**src/rtl/laplacian_border_packer_if.sv**
```systemverilog
// Stream bundle for the border packer: interior results in, bordered 8-bit raster out.
// The slave modport is the packer side; the master modport is the core/sink side.
interface laplacian_border_packer_if;
  logic       in_valid_i;
  logic [8:0] in_data_i;
  logic       in_ready_o;
  logic       out_valid_o;
  logic [7:0] out_data_o;
  logic       out_ready_i;
  logic       out_last_o;
  logic       out_frame_end_o;

  modport slave (
    input  in_valid_i, in_data_i, out_ready_i,
    output in_ready_o, out_valid_o, out_data_o, out_last_o, out_frame_end_o
  );

  modport master (
    output in_valid_i, in_data_i, out_ready_i,
    input  in_ready_o, out_valid_o, out_data_o, out_last_o, out_frame_end_o
  );
endinterface

```
**src/rtl/laplacian_border_packer.sv**
```systemverilog
// Wraps the laplacian interior result stream in a zero border and emits a full
// IMG_W x IMG_H raster of 8-bit pixels through a single-stage output register.
module laplacian_border_packer #(
  parameter int IMG_W    = 320,
  parameter int IMG_H    = 240,
  parameter int ABS_MODE = 0
) (
  input  logic                      clk_i,
  input  logic                      rst_i,
  input  logic                      start_i,
  laplacian_border_packer_if.slave  io,
  output logic                      busy_o,
  output logic                      frame_done_o
);

  localparam int XW = $clog2(IMG_W);
  localparam int YW = $clog2(IMG_H);
  localparam logic [XW-1:0] X_LAST = XW'(IMG_W - 1);
  localparam logic [YW-1:0] Y_LAST = YW'(IMG_H - 1);

  typedef enum logic [1:0] {
    S_IDLE  = 2'd0,
    S_RUN   = 2'd1,
    S_DRAIN = 2'd2,
    S_DONE  = 2'd3
  } state_t;

  state_t        r_state;
  logic [XW-1:0] r_x;
  logic [YW-1:0] r_y;
  logic          r_out_valid;
  logic [7:0]    r_out_data;
  logic          r_out_last;
  logic          r_out_frame_end;
  logic          r_busy;
  logic          r_frame_done;

  logic          w_x_last;
  logic          w_y_last;
  logic          w_border;
  logic          w_room;
  logic          w_run;
  logic          w_load;
  logic [7:0]    w_pix;

  // Signed 9-bit result to 8-bit pixel; -256 has magnitude 256 and saturates.
  function automatic logic [7:0] f_convert(input logic [8:0] v);
    logic [8:0] mag;
    logic [7:0] res;
    if (ABS_MODE != 0) begin
      mag = v[8] ? (~v + 9'd1) : v;
      res = mag[8] ? 8'hFF : mag[7:0];
    end else begin
      mag = v;
      res = v[8] ? 8'h00 : mag[7:0];
    end
    return res;
  endfunction

  // Position classification and the load decision for the current cycle.
  always_comb begin
    w_x_last = (r_x == X_LAST);
    w_y_last = (r_y == Y_LAST);
    w_border = (r_x == {XW{1'b0}}) || w_x_last || (r_y == {YW{1'b0}}) || w_y_last;
    w_room   = !r_out_valid || io.out_ready_i;
    w_run    = (r_state == S_RUN);
    w_load   = w_run && w_room && (w_border || io.in_valid_i);
    w_pix    = w_border ? 8'h00 : f_convert(io.in_data_i);
  end

  assign io.in_ready_o      = w_run && !w_border && w_room;
  assign io.out_valid_o     = r_out_valid;
  assign io.out_data_o      = r_out_data;
  assign io.out_last_o      = r_out_last;
  assign io.out_frame_end_o = r_out_frame_end;
  assign busy_o             = r_busy;
  assign frame_done_o       = r_frame_done;

  // Frame FSM, raster position counters and the output pixel register.
  always_ff @(posedge clk_i or posedge rst_i) begin
    if (rst_i) begin
      r_state         <= S_IDLE;
      r_x             <= {XW{1'b0}};
      r_y             <= {YW{1'b0}};
      r_out_valid     <= 1'b0;
      r_out_data      <= 8'h00;
      r_out_last      <= 1'b0;
      r_out_frame_end <= 1'b0;
      r_busy          <= 1'b0;
      r_frame_done    <= 1'b0;
    end else begin
      r_frame_done <= 1'b0;
      case (r_state)
        S_IDLE: begin
          if (start_i) begin
            r_state <= S_RUN;
            r_x     <= {XW{1'b0}};
            r_y     <= {YW{1'b0}};
            r_busy  <= 1'b1;
          end
        end
        S_RUN: begin
          if (w_load) begin
            r_out_valid     <= 1'b1;
            r_out_data      <= w_pix;
            r_out_last      <= w_x_last;
            r_out_frame_end <= w_x_last && w_y_last;
            if (w_x_last) begin
              r_x <= {XW{1'b0}};
              if (w_y_last) begin
                r_y     <= {YW{1'b0}};
                r_state <= S_DRAIN;
              end else begin
                r_y <= r_y + YW'(1);
              end
            end else begin
              r_x <= r_x + XW'(1);
            end
          end else if (io.out_ready_i) begin
            // Register drained while starved at an interior position.
            r_out_valid     <= 1'b0;
            r_out_last      <= 1'b0;
            r_out_frame_end <= 1'b0;
          end
        end
        S_DRAIN: begin
          if (r_out_valid && io.out_ready_i) begin
            r_out_valid     <= 1'b0;
            r_out_last      <= 1'b0;
            r_out_frame_end <= 1'b0;
            r_busy          <= 1'b0;
            r_frame_done    <= 1'b1;
            r_state         <= S_DONE;
          end
        end
        S_DONE: begin
          r_state <= S_IDLE;
        end
        default: begin
          r_state <= S_IDLE;
        end
      endcase
    end
  end

endmodule

```
**src/flat_wrapper.sv**
```systemverilog
// flat-port wrapper written by rule: the top's interface ports become plain ports
module laplacian_border_packer_flat 
#(
  parameter int IMG_W    = 320,
  parameter int IMG_H    = 240,
  parameter int ABS_MODE = 0
)
  (clk_i, rst_i, start_i, busy_o, frame_done_o, io_in_valid_i, io_in_data_i, io_out_ready_i, io_in_ready_o, io_out_valid_o, io_out_data_o, io_out_last_o, io_out_frame_end_o);
  laplacian_border_packer_if io_i ();
  input  logic clk_i;
  input  logic rst_i;
  input  logic start_i;
  output logic busy_o;
  output logic frame_done_o;
  input wire logic [$bits(io_i.in_valid_i)-1:0] io_in_valid_i;
  input wire logic [$bits(io_i.in_data_i)-1:0] io_in_data_i;
  input wire logic [$bits(io_i.out_ready_i)-1:0] io_out_ready_i;
  output wire logic [$bits(io_i.in_ready_o)-1:0] io_in_ready_o;
  output wire logic [$bits(io_i.out_valid_o)-1:0] io_out_valid_o;
  output wire logic [$bits(io_i.out_data_o)-1:0] io_out_data_o;
  output wire logic [$bits(io_i.out_last_o)-1:0] io_out_last_o;
  output wire logic [$bits(io_i.out_frame_end_o)-1:0] io_out_frame_end_o;
  assign io_i.in_valid_i = io_in_valid_i;
  assign io_i.in_data_i = io_in_data_i;
  assign io_i.out_ready_i = io_out_ready_i;
  assign io_in_ready_o = io_i.in_ready_o;
  assign io_out_valid_o = io_i.out_valid_o;
  assign io_out_data_o = io_i.out_data_o;
  assign io_out_last_o = io_i.out_last_o;
  assign io_out_frame_end_o = io_i.out_frame_end_o;
  laplacian_border_packer #(.IMG_W(IMG_W), .IMG_H(IMG_H), .ABS_MODE(ABS_MODE)) u_core (.clk_i(clk_i), .rst_i(rst_i), .start_i(start_i), .io(io_i), .busy_o(busy_o), .frame_done_o(frame_done_o));
endmodule
```
**config.mk**
```make
export PLATFORM = sky130hd
export DESIGN_NAME = laplacian_border_packer_flat
export DESIGN_NICKNAME = d
export VERILOG_FILES = /design/src/rtl/laplacian_border_packer_if.sv /design/src/rtl/laplacian_border_packer.sv /design/src/flat_wrapper.sv
export SDC_FILE = /design/constraint.sdc
export NUM_CORES = 1
export LEC_CHECK = 0
export CAP_MARGIN = 0
export CELL_PAD_IN_SITES_DETAIL_PLACEMENT = 0
export CELL_PAD_IN_SITES_GLOBAL_PLACEMENT = 2
export CORE_MARGIN = 1
export CORE_UTILIZATION = 33
export CTS_CLUSTER_SIZE = 28
export DETAILED_ROUTE_END_ITERATION = 12
export PLACE_DENSITY = 0.84
export SYNTH_ARGS = -nofsm -noshare
export SYNTH_HDL_FRONTEND = slang
export SYNTH_SLANG_ARGS = --single-unit
```
**constraint.sdc**
```tcl
create_clock -name clk_i -period 2.8 [get_ports clk_i]
set_clock_uncertainty 0.05 [all_clocks]
set_input_delay 0.28 -clock clk_i [delete_from_list [all_inputs] [get_ports clk_i]]
set_output_delay 0.28 -clock clk_i [all_outputs]
set_load 0.005 [all_outputs]
```
**Word-level counts from Yosys, hierarchy flattened**

Cells that the tools add are included.

- Add/subtract/negate cells: 2
- Equal/unequal tests: 11
- Multiplexer cells: 29
- Reduce and logical (&&, ||, !) cells: 25

Operator list:

| kind | number |
|---|---|
| two-way mux 8 bit | 6 |
| two-way mux 9 bit | 3 |
| one-hot mux 9 bit (2 select lines) | 1 |
| one-hot mux 8 bit (2 select lines) | 1 |
| two-way mux 2 bit | 5 |
| adder 9 x 1 -> 9 bit (second input constant) | 1 |
| == test 9 bit (second input constant) | 1 |
| logical NOT 9 bit | 1 |
| AND reduction 3 bit | 3 |
| adder 8 x 1 -> 8 bit (second input constant) | 1 |
| == test 8 bit (second input constant) | 1 |
| logical NOT 8 bit | 1 |
| two-way mux 1 bit | 8 |
| one-hot mux 1 bit (2 select lines) | 4 |
| one-hot mux 2 bit (4 select lines) | 1 |
| logical AND 1 bit | 6 |
| != test 2 x 1 -> 1 bit (second input constant) | 3 |
| nonzero test 2 bit | 3 |
| logical OR 1 bit | 5 |
| AND reduction 5 bit | 1 |
| == test 2 bit (second input constant) | 2 |
| != test 2 bit (second input constant) | 2 |
| AND reduction 4 bit | 1 |
| != test 3 bit (second input constant) | 1 |
| other kinds (4) | 5 |

- Register bits after elaboration: 32
- Input port bits: 14
- Output and inout bits: 14
- Logic and storage cells: 76

**Depth between registers and ports, before layout**

Gate-level depths: netlist (run 1).

- Depth in word-level cells: 8
- Mapped depth: 9

**Worst setup path after synthesis (run 1)**

Ideal clock, no wire load.

- Path kind: register to register
- Start: reg u_core.r_x[7]
- End: reg u_core.r_x[3]
- Setup time: 0.078 ns
- Arrival: 2.051 ns
- Required time: 2.672 ns
- Slack: 0.622 ns
- Stages on the path, launching flop included: 7
- Path buffers: 1
- Clock period less this slack: 2.178 ns
- Cell sequence: dfrtp_1 -> nand2b_1 -> or4_4 -> and4b_1 -> buf_6 -> or4_1 -> a21boi_1

- Longest elaborated chain between the ends: 8
- Elaborated cells between the ends (all ways): 12
- Classes of those cells: 2 x eq/ne; 3 x mux; 7 x reduce/logical

Ends and longest elaborated chain:

| what | RTL line | RTL |
|---|---|---|
| start, declared | laplacian_border_packer.sv:29 | `logic [XW-1:0] r_x;` |
| start signal, assigned | laplacian_border_packer.sv:83 | `r_x <= {XW{1'b0}};` |
| start signal, assigned | laplacian_border_packer.sv:97 | `r_x <= {XW{1'b0}};` |
| start signal, assigned | laplacian_border_packer.sv:109 | `r_x <= {XW{1'b0}};` |
| == test 9 bit or logical NOT 9 bit (tied branches) | laplacian_border_packer.sv:62, laplacian_border_packer.sv:64 |  |
| logical OR 1 bit (3 in a row) | laplacian_border_packer.sv:64 | `w_border = (r_x == {XW{1'b0}}) \|\| w_x_last \|\| (r_y == {YW{1'b0}}) \|\| w_y_last;` |
| logical OR 1 bit | laplacian_border_packer.sv:67 | `w_load = w_run && w_room && (w_border \|\| io.in_valid_i);` |
| logical AND 1 bit | laplacian_border_packer.sv:67 |  |
| != test 2 bit (no source line) | - |  |
| AND reduction 3 bit (no source line) | - |  |

Several ways; a longest one is shown, not always the timed one. The select of a mux whose other input is x is not followed.
A chain may end at the register's enable or synchronous reset.

**Final worst setup path (run 1)**

- Start: reg u_core.r_y[0]
- End: out io_in_ready_o

- Longest elaborated chain between the ends: 6
- Elaborated cells between the ends (all ways): 7
- Classes of those cells: 1 x eq/ne; 6 x reduce/logical

Ends and longest elaborated chain:

| what | RTL line | RTL |
|---|---|---|
| start, declared | laplacian_border_packer.sv:30 | `logic [YW-1:0] r_y;` |
| start signal, assigned | laplacian_border_packer.sv:84 | `r_y <= {YW{1'b0}};` |
| start signal, assigned | laplacian_border_packer.sv:98 | `r_y <= {YW{1'b0}};` |
| start signal, assigned | laplacian_border_packer.sv:111 | `r_y <= {YW{1'b0}};` |
| logical NOT 8 bit | laplacian_border_packer.sv:64 |  |
| logical OR 1 bit | laplacian_border_packer.sv:64 |  |
| logical OR 1 bit * | laplacian_border_packer.sv:64 |  |
| logical NOT 1 bit * | laplacian_border_packer.sv:71 | `assign io.in_ready_o = w_run && !w_border && w_room;` |
| logical AND 1 bit * (2 in a row) | laplacian_border_packer.sv:71 |  |
| end, declared | flat_wrapper.sv:18 | `output wire logic [$bits(io_i.in_ready_o)-1:0] io_in_ready_o;` |

Mark *: on every way between the ends. The rest lies on a longest branch, timed or not.

==> results_dict.tcl, run 1 <==
set metrics [dict create \
    slowest_stage "clkdlybuf4s50_1" \
    hpwlAfterDp_mm 3.104 \
    syn_area_per_cell_um2 9.167 \
    clock_path_buffers 2 \
    status "finished, final reports clean" \
    viasPerCell 5.436 \
    io_buffers 27 \
    final_cells 305 \
    num_antenna_cells 0 \
    ir_worst_vdd_mv 0.2839 \
    async_flop_share_pct 100.0 \
    ys_seq_area_share_pct 43.24 \
    layout-drive-gt1-share_pct 8.085 \
    rows 26 \
    p_seq_share_pct 43.1 \
    fin_setup_tns_ns 0 \
    grt_setup_unrepaired "no" \
    drt-total-wl_mm 4.343 \
    end_kind "output pin" \
    p_switching_mw 0.4308 \
    grt_pass1_vias 1579 \
    yosysUniqueCellTypes 43 \
    hp-class "input pin to async pin" \
    p_int_mw 1.010 \
    finalSetupViolations 0 \
    postRouteAntennaNets 0 \
    grt_max_degree 33 \
    cp.depth 6 \
    max_stage_delay_ns 0.46 \
    final_common_cell "dfrtp_1" \
    die_area_um2 5915 \
    critPathBufInv 1 \
    dp.cells 297 \
    final_hold_viol_count 0 \
    required_ns 2.47 \
    power.leakage_nw 0.9973 \
    start_util_pct 35.14 \
    crit_arrival_ns 2.21 \
    grt_pass1_wl_mm 7.665 \
    place.gp.congestion 0.7530 \
    critical-path-top-delay-family "simple AND/OR/NAND/NOR gates" \
    cts_hold_buffers 0 \
    ys.flop_type "dfrtp_1" \
    clkPwrFrac_pct 30.4 \
    wl_per_cell_um 14.24 \
    path_max_fanout 6 \
    total_power_mw 1.441 \
    antenna_found_initial 0 \
    synth_seq_cells 32 \
    reg2regPathDepth 6 \
    grt_util_all_layers_pct 16.49 \
    synthesis.nets 223 \
    finish.utilization_pct 44.02 \
    worst_pin_slew_ns 0.5666 \
    power_density_nw_per_um2 621.0 \
    critPathKind "register to output pin" \
    maxSlewHeadroom_pct 61.83 \
    die_h_um 76.91 \
    cts_tree "yes" \
    switching_share_pct 29.90 \
    clk_latency_ns 0.29 \
    drt-pass1-iter-count 4 \
    clock-root-buffer "clkbuf_8" \
    fmax_mhz 394.2 \
    drc 0 \
    synthCells 202 \
    mostFrequentLayoutCells "dfrtp_1 (32), clkdlybuf4s50_1 (27), nand2_1 (21)" \
    area_delta_synth_final_pct 25.27 \
    vias 1658 \
    start_kind "register" \
    h-tree-depth 2 \
    syn_area_um2 1852 \
    drv_cap 0 \
    core_um2 5270 \
    finalCritPeriodShare_pct 90.60 \
    synth-edff-count 0 \
    slew_viol_final 0 \
    gr-total-overflow 0 \
    die_w_um 76.91 \
    cts_inserted_buffers 5 \
    cp_cell_sequence "ha_1 > nand4b_1 > or2_2 > nand4_1 > nor2_1 > clkdlybuf4s50_1" \
    yosys_warnings 0 \
    dpl_cell_area_um2 2210 \
    nets 255 \
    p_comb_share_pct 26.5 \
    layout_min_cycle_time_ns 2.537 \
    path_clk_slew_ns 0.07 \
    drtIter0Drc 85 \
    stdcell_area_um2 2320 \
    ios 28 \
    cts_num_sinks 32 \
]
layer usage:
metal	share of wire [%]	global-route usage, %
met5	0	0
met2	45	24.82
met3	5.8	4.286
met1	48	22.68
met4	1.4	5.769
per-stage QoR:
stage                     worst slack (ns)  hold WS, ns
after floorplan                     0.6216       0.3167
after global placement              0.4155       0.4209
after detailed placement            0.3551       0.4330
after CTS                          0.04633       0.3490
after global routing               0.08892       0.3881
final                               0.2633       0.3369
power by group through the flow:
| stage | sequential, mW | combinational (mW) | clock (mW) |
|---|---|---|---|
| 3_3_place_gp | 0.630 | 0.378 | 0 |
| 3_5_place_dp | 0.629 | 0.384 | 0 |
| 6_report | 0.621 | 0.382 | 0.437 |
| 2_1_floorplan | 0.618 | 0.204 | 0 |
| 5_1_grt | 0.640 | 0.438 | 0.476 |
| 4_1_cts | 0.621 | 0.388 | 0.459 |
final timing paths:
| kind | from | to | slack [ns] |
|---|---|---|---|
| hold / removal | rst_i | u_core.io.out_valid_o | 0.34 |
| min in group clk_i | u_core.io.out_data_o[6] | u_core.io.out_data_o[6] | 0.45 |
| hold reg to reg | u_core.io.out_data_o[6] | u_core.io.out_data_o[6] | 0.45 |
| max in group asynchronous | rst_i | u_core.r_x[7] | 2.06 |
| setup / recovery | u_core.r_y[0] | io_in_ready_o | 0.26 |
| setup reg to reg | u_core.r_x[0] | u_core.r_x[3] | 0.48 |
worst reg2reg max path: cells and delay by family (launching register included):
family                   cells  cell delay (ns)
adder cells (fa/ha/maj)      1             0.24
AND/OR/NAND/NOR              4             1.41
flip-flops                   1             0.41
AO/OA/AOI/OAI                1             0.15
sequential cells by signal (all words and copies together) (netlist names):
name / flops
u_core.busy_o: 1
u_core.frame_done_o: 1
u_core.io.out_data_o: 8
u_core.io.out_frame_end_o: 1
u_core.io.out_last_o: 1
u_core.io.out_valid_o: 1
u_core.r_state: 2
u_core.r_x: 9
u_core.r_y: 8
final cells by class:
type / instances / area, um^2
fill: 549 / 2950
multi-input combinational: 150 / 970.9
sequential: 32 / 800.8
timing repair buffer: 31 / 300.3
tap: 70 / 87.58
clock buffer: 6 / 72.57
inverter: 14 / 52.55
clock inverter: 2 / 35.03
cell families after synthesis:
family	synth area share, %
buffers and inverters	4.460
adders and majority gates	4.730
DFF	43.24
and+or+nand+nor	23.04
muxes	2.230
AOI/OAI and AO/OA	22.30
cell usage after synthesis (all sizes together) (2+ instances only):
library cell / n / area (um^2)
inv: 14 / 52.55
or4: 5 / 41.29
and3: 3 / 18.77
nand4: 3 / 18.77
or2: 3 / 18.77
a22o: 5 / 43.79
mux2i: 3 / 30.03
nand3: 13 / 65.06
and4b: 3 / 30.03
a21o: 2 / 15.01
a22oi: 3 / 22.52
nand2: 21 / 78.83
o22ai: 2 / 12.51
o211ai: 2 / 15.01
o31ai: 10 / 75.07
nor2b: 6 / 37.54
a31o: 2 / 17.52
a21oi: 6 / 30.03
nand4b: 3 / 26.28
o21ai: 20 / 100.1
dfrtp: 32 / 800.8
nor4: 3 / 18.77
nor2: 7 / 26.28
a21boi: 3 / 22.52
nand2b: 2 / 12.51
clkbuf: 5 / 18.77
ha: 7 / 87.58
what timing repair did:
item	in CTS	in global routing
endpoints found under the setup margin	0	3
setup buffers	0	0
resized for setup	0	1
Note: power is estimated with default switching activity, not from simulation.
==> run 2, diff against run 1 <==
CELL_PAD_IN_SITES_DETAIL_PLACEMENT = default   (was 0)
CELL_PAD_IN_SITES_GLOBAL_PLACEMENT = default   (was 2)
CORE_UTILIZATION = 47   (was 33)
PLACE_DENSITY = 0.76   (was 0.84)
==> results_dict.tcl, run 2 (synthesis results as in run 1) <==
set metrics [dict create \
    num_antenna_cells 0 \
    grt_use_met2_pct 33.20 \
    power.leakage_nw 1.012 \
    viasPerCell 5.771 \
    timing.rr.start "u_core.r_x[0]" \
    ios 28 \
    hold_ws_ns 0.3107 \
    postRouteAntennaNets 0 \
    switching_share_pct 28.82 \
    ir_worst_vdd_mv 0.4468 \
    dpl_cell_area_um2 2190 \
    fmax_mhz 392.2 \
    antenna_found_initial 0 \
    gr-total-overflow 0 \
    p_int_mw 1.057 \
    required_ns 2.47 \
    worst_pin_slew_ns 0.5519 \
    cts_num_sinks 32 \
    die_area_um2 4195 \
    fin_setup_tns_ns 0 \
    maxSlewHeadroom_pct 62.82 \
    reg2regPathDepth 6 \
    drt-pass1-iter-count 4 \
    layout_min_cycle_time_ns 2.549 \
    crit_arrival_ns 2.22 \
    p_switching_mw 0.4281 \
    final_hold_viol_count 0 \
    critPathKind "register to output pin" \
    status "finished, final reports clean" \
    reg2reg_to "u_core.r_x[3]" \
    area_delta_synth_final_pct 25.07 \
    layout-drive-gt1-share_pct 8.475 \
    drt-total-wl_mm 4.057 \
    cts_tree "yes" \
    drc 0 \
    core_um2 3716 \
    hp-class "input pin to async pin" \
    die_w_um 64.77 \
    power_density_nw_per_um2 641.4 \
    io_buffers 27 \
    grt_max_degree 33 \
    end_kind "output pin" \
    drtIter0Drc 134 \
    cts_hold_buffers 0 \
    stdcell_area_um2 2316 \
    grt_pass1_wl_mm 7.169 \
    post-cts-setup-buffers 0 \
    wl_per_cell_um 14.29 \
    final_common_cell "dfrtp_1" \
    grt.busiest_layer "met2" \
    nets 256 \
    clkPwrFrac_pct 32.9 \
    finalCritPeriodShare_pct 91.05 \
    hpwlAfterDp_mm 2.900 \
    fill_cells 320 \
    met3_usage_pct 5.634 \
    path_max_fanout 6 \
    start_kind "register" \
    clk_latency_ns 0.29 \
    mostFrequentLayoutCells "dfrtp_1 (32), clkdlybuf4s50_1 (27), nand2_1 (21)" \
    p_seq_share_pct 41.8 \
    clock_path_buffers 2 \
    cts_inserted_buffers 5 \
    finalSetupViolations 0 \
    start_util_pct 49.83 \
    cts_resized 0 \
    drv_cap 0 \
    place.gp.congestion 0.8556 \
    grt_pass1_vias 1541 \
    h-tree-depth 2 \
    rows 22 \
    regMostFlops "u_core.r_x" \
    grt_util_all_layers_pct 21.86 \
    grt_setup_unrepaired "no" \
    regToRegSetupSlack_ns 0.50 \
    path_clk_slew_ns 0.07 \
    clock-root-buffer "clkbuf_8" \
    grt_util_met1_pct 30.34 \
    die_h_um 64.77 \
    vias 1639 \
    slew_viol_final 0 \
    largest_reg_flops 9 \
    p_comb_share_pct 25.3 \
]
[run 2: cell count changes in the layout (fill, tap and decap cells not counted)]
cell	change
clkbuf_8	+2
buf_4	+1
clkbuf_1	-1
clkinv_2	-1
ha_1	+1
ha_2	-1
[run 2: critical path, cell delays in order, from the launching register on]
cell             delay, ns
dfrtp_1               0.43
ha_1                  0.26
nand4b_1              0.19
or2_2                 0.40
nand4_1               0.13
nor2_1                0.06
clkdlybuf4s50_1       0.47
[run 2: area by class of cell]
class                   count  area (um^2)  share of cell area (%)
multi-input cells         150        968.4                   41.82
flip-flops and latches     32        800.8                   34.58
repair buffers             32        307.8                   13.29
clock buffers               7        96.34                   4.160
well taps                  48        60.06                   2.593
inverters                  14        52.55                   2.269
clock inverters             1        30.03                   1.297
[run 2: stage by stage]
step / utilization, % / power (mW) / setup WS [ns] / cells
5_1_grt: 62.32 / 1.582 / 0.1099 / 284
3_3_place_gp: 58.92 / 0.9949 / 0.5453 / 276
6_report: 62.32 / 1.485 / 0.2505 / 284
4_1_cts: 62.32 / 1.494 / 0.2482 / 284
2_1_floorplan: - / 0.8222 / 0.6216 / 202
3_5_place_dp: 58.92 / 1.005 / 0.5051 / 276
[run 2: layer usage]
layer  wire length, um  vias to the layer above
met5                 0                        -
met4                57                        0
met3               210                        6
met2              1751                       42
met1              2038                      774
li1                  -                      817
[run 2: worst max-delay path by stage]
stage / from / end / slack [ns]
floorplan: u_core.r_x[7] / u_core.r_x[3] / 0.62
global placement: u_core.r_x[0] / u_core.r_x[7] / 0.55
detailed placement: io_out_ready_i / u_core.r_x[4] / 0.51
CTS: u_core.r_y[0] / io_in_ready_o / 0.25
global route: u_core.r_y[0] / io_in_ready_o / 0.11
finish: u_core.r_y[0] / io_in_ready_o / 0.25
[run 2: power by group through the flow]
stage                     Combinational, mW  Clock [mW]  Sequential, mW
after detailed placement              0.376           0           0.629
after CTS                             0.379       0.495           0.620
final                                 0.376       0.488           0.621
after global placement                0.370           0           0.625
after global routing                  0.427       0.520           0.636
after floorplan                       0.204           0           0.618
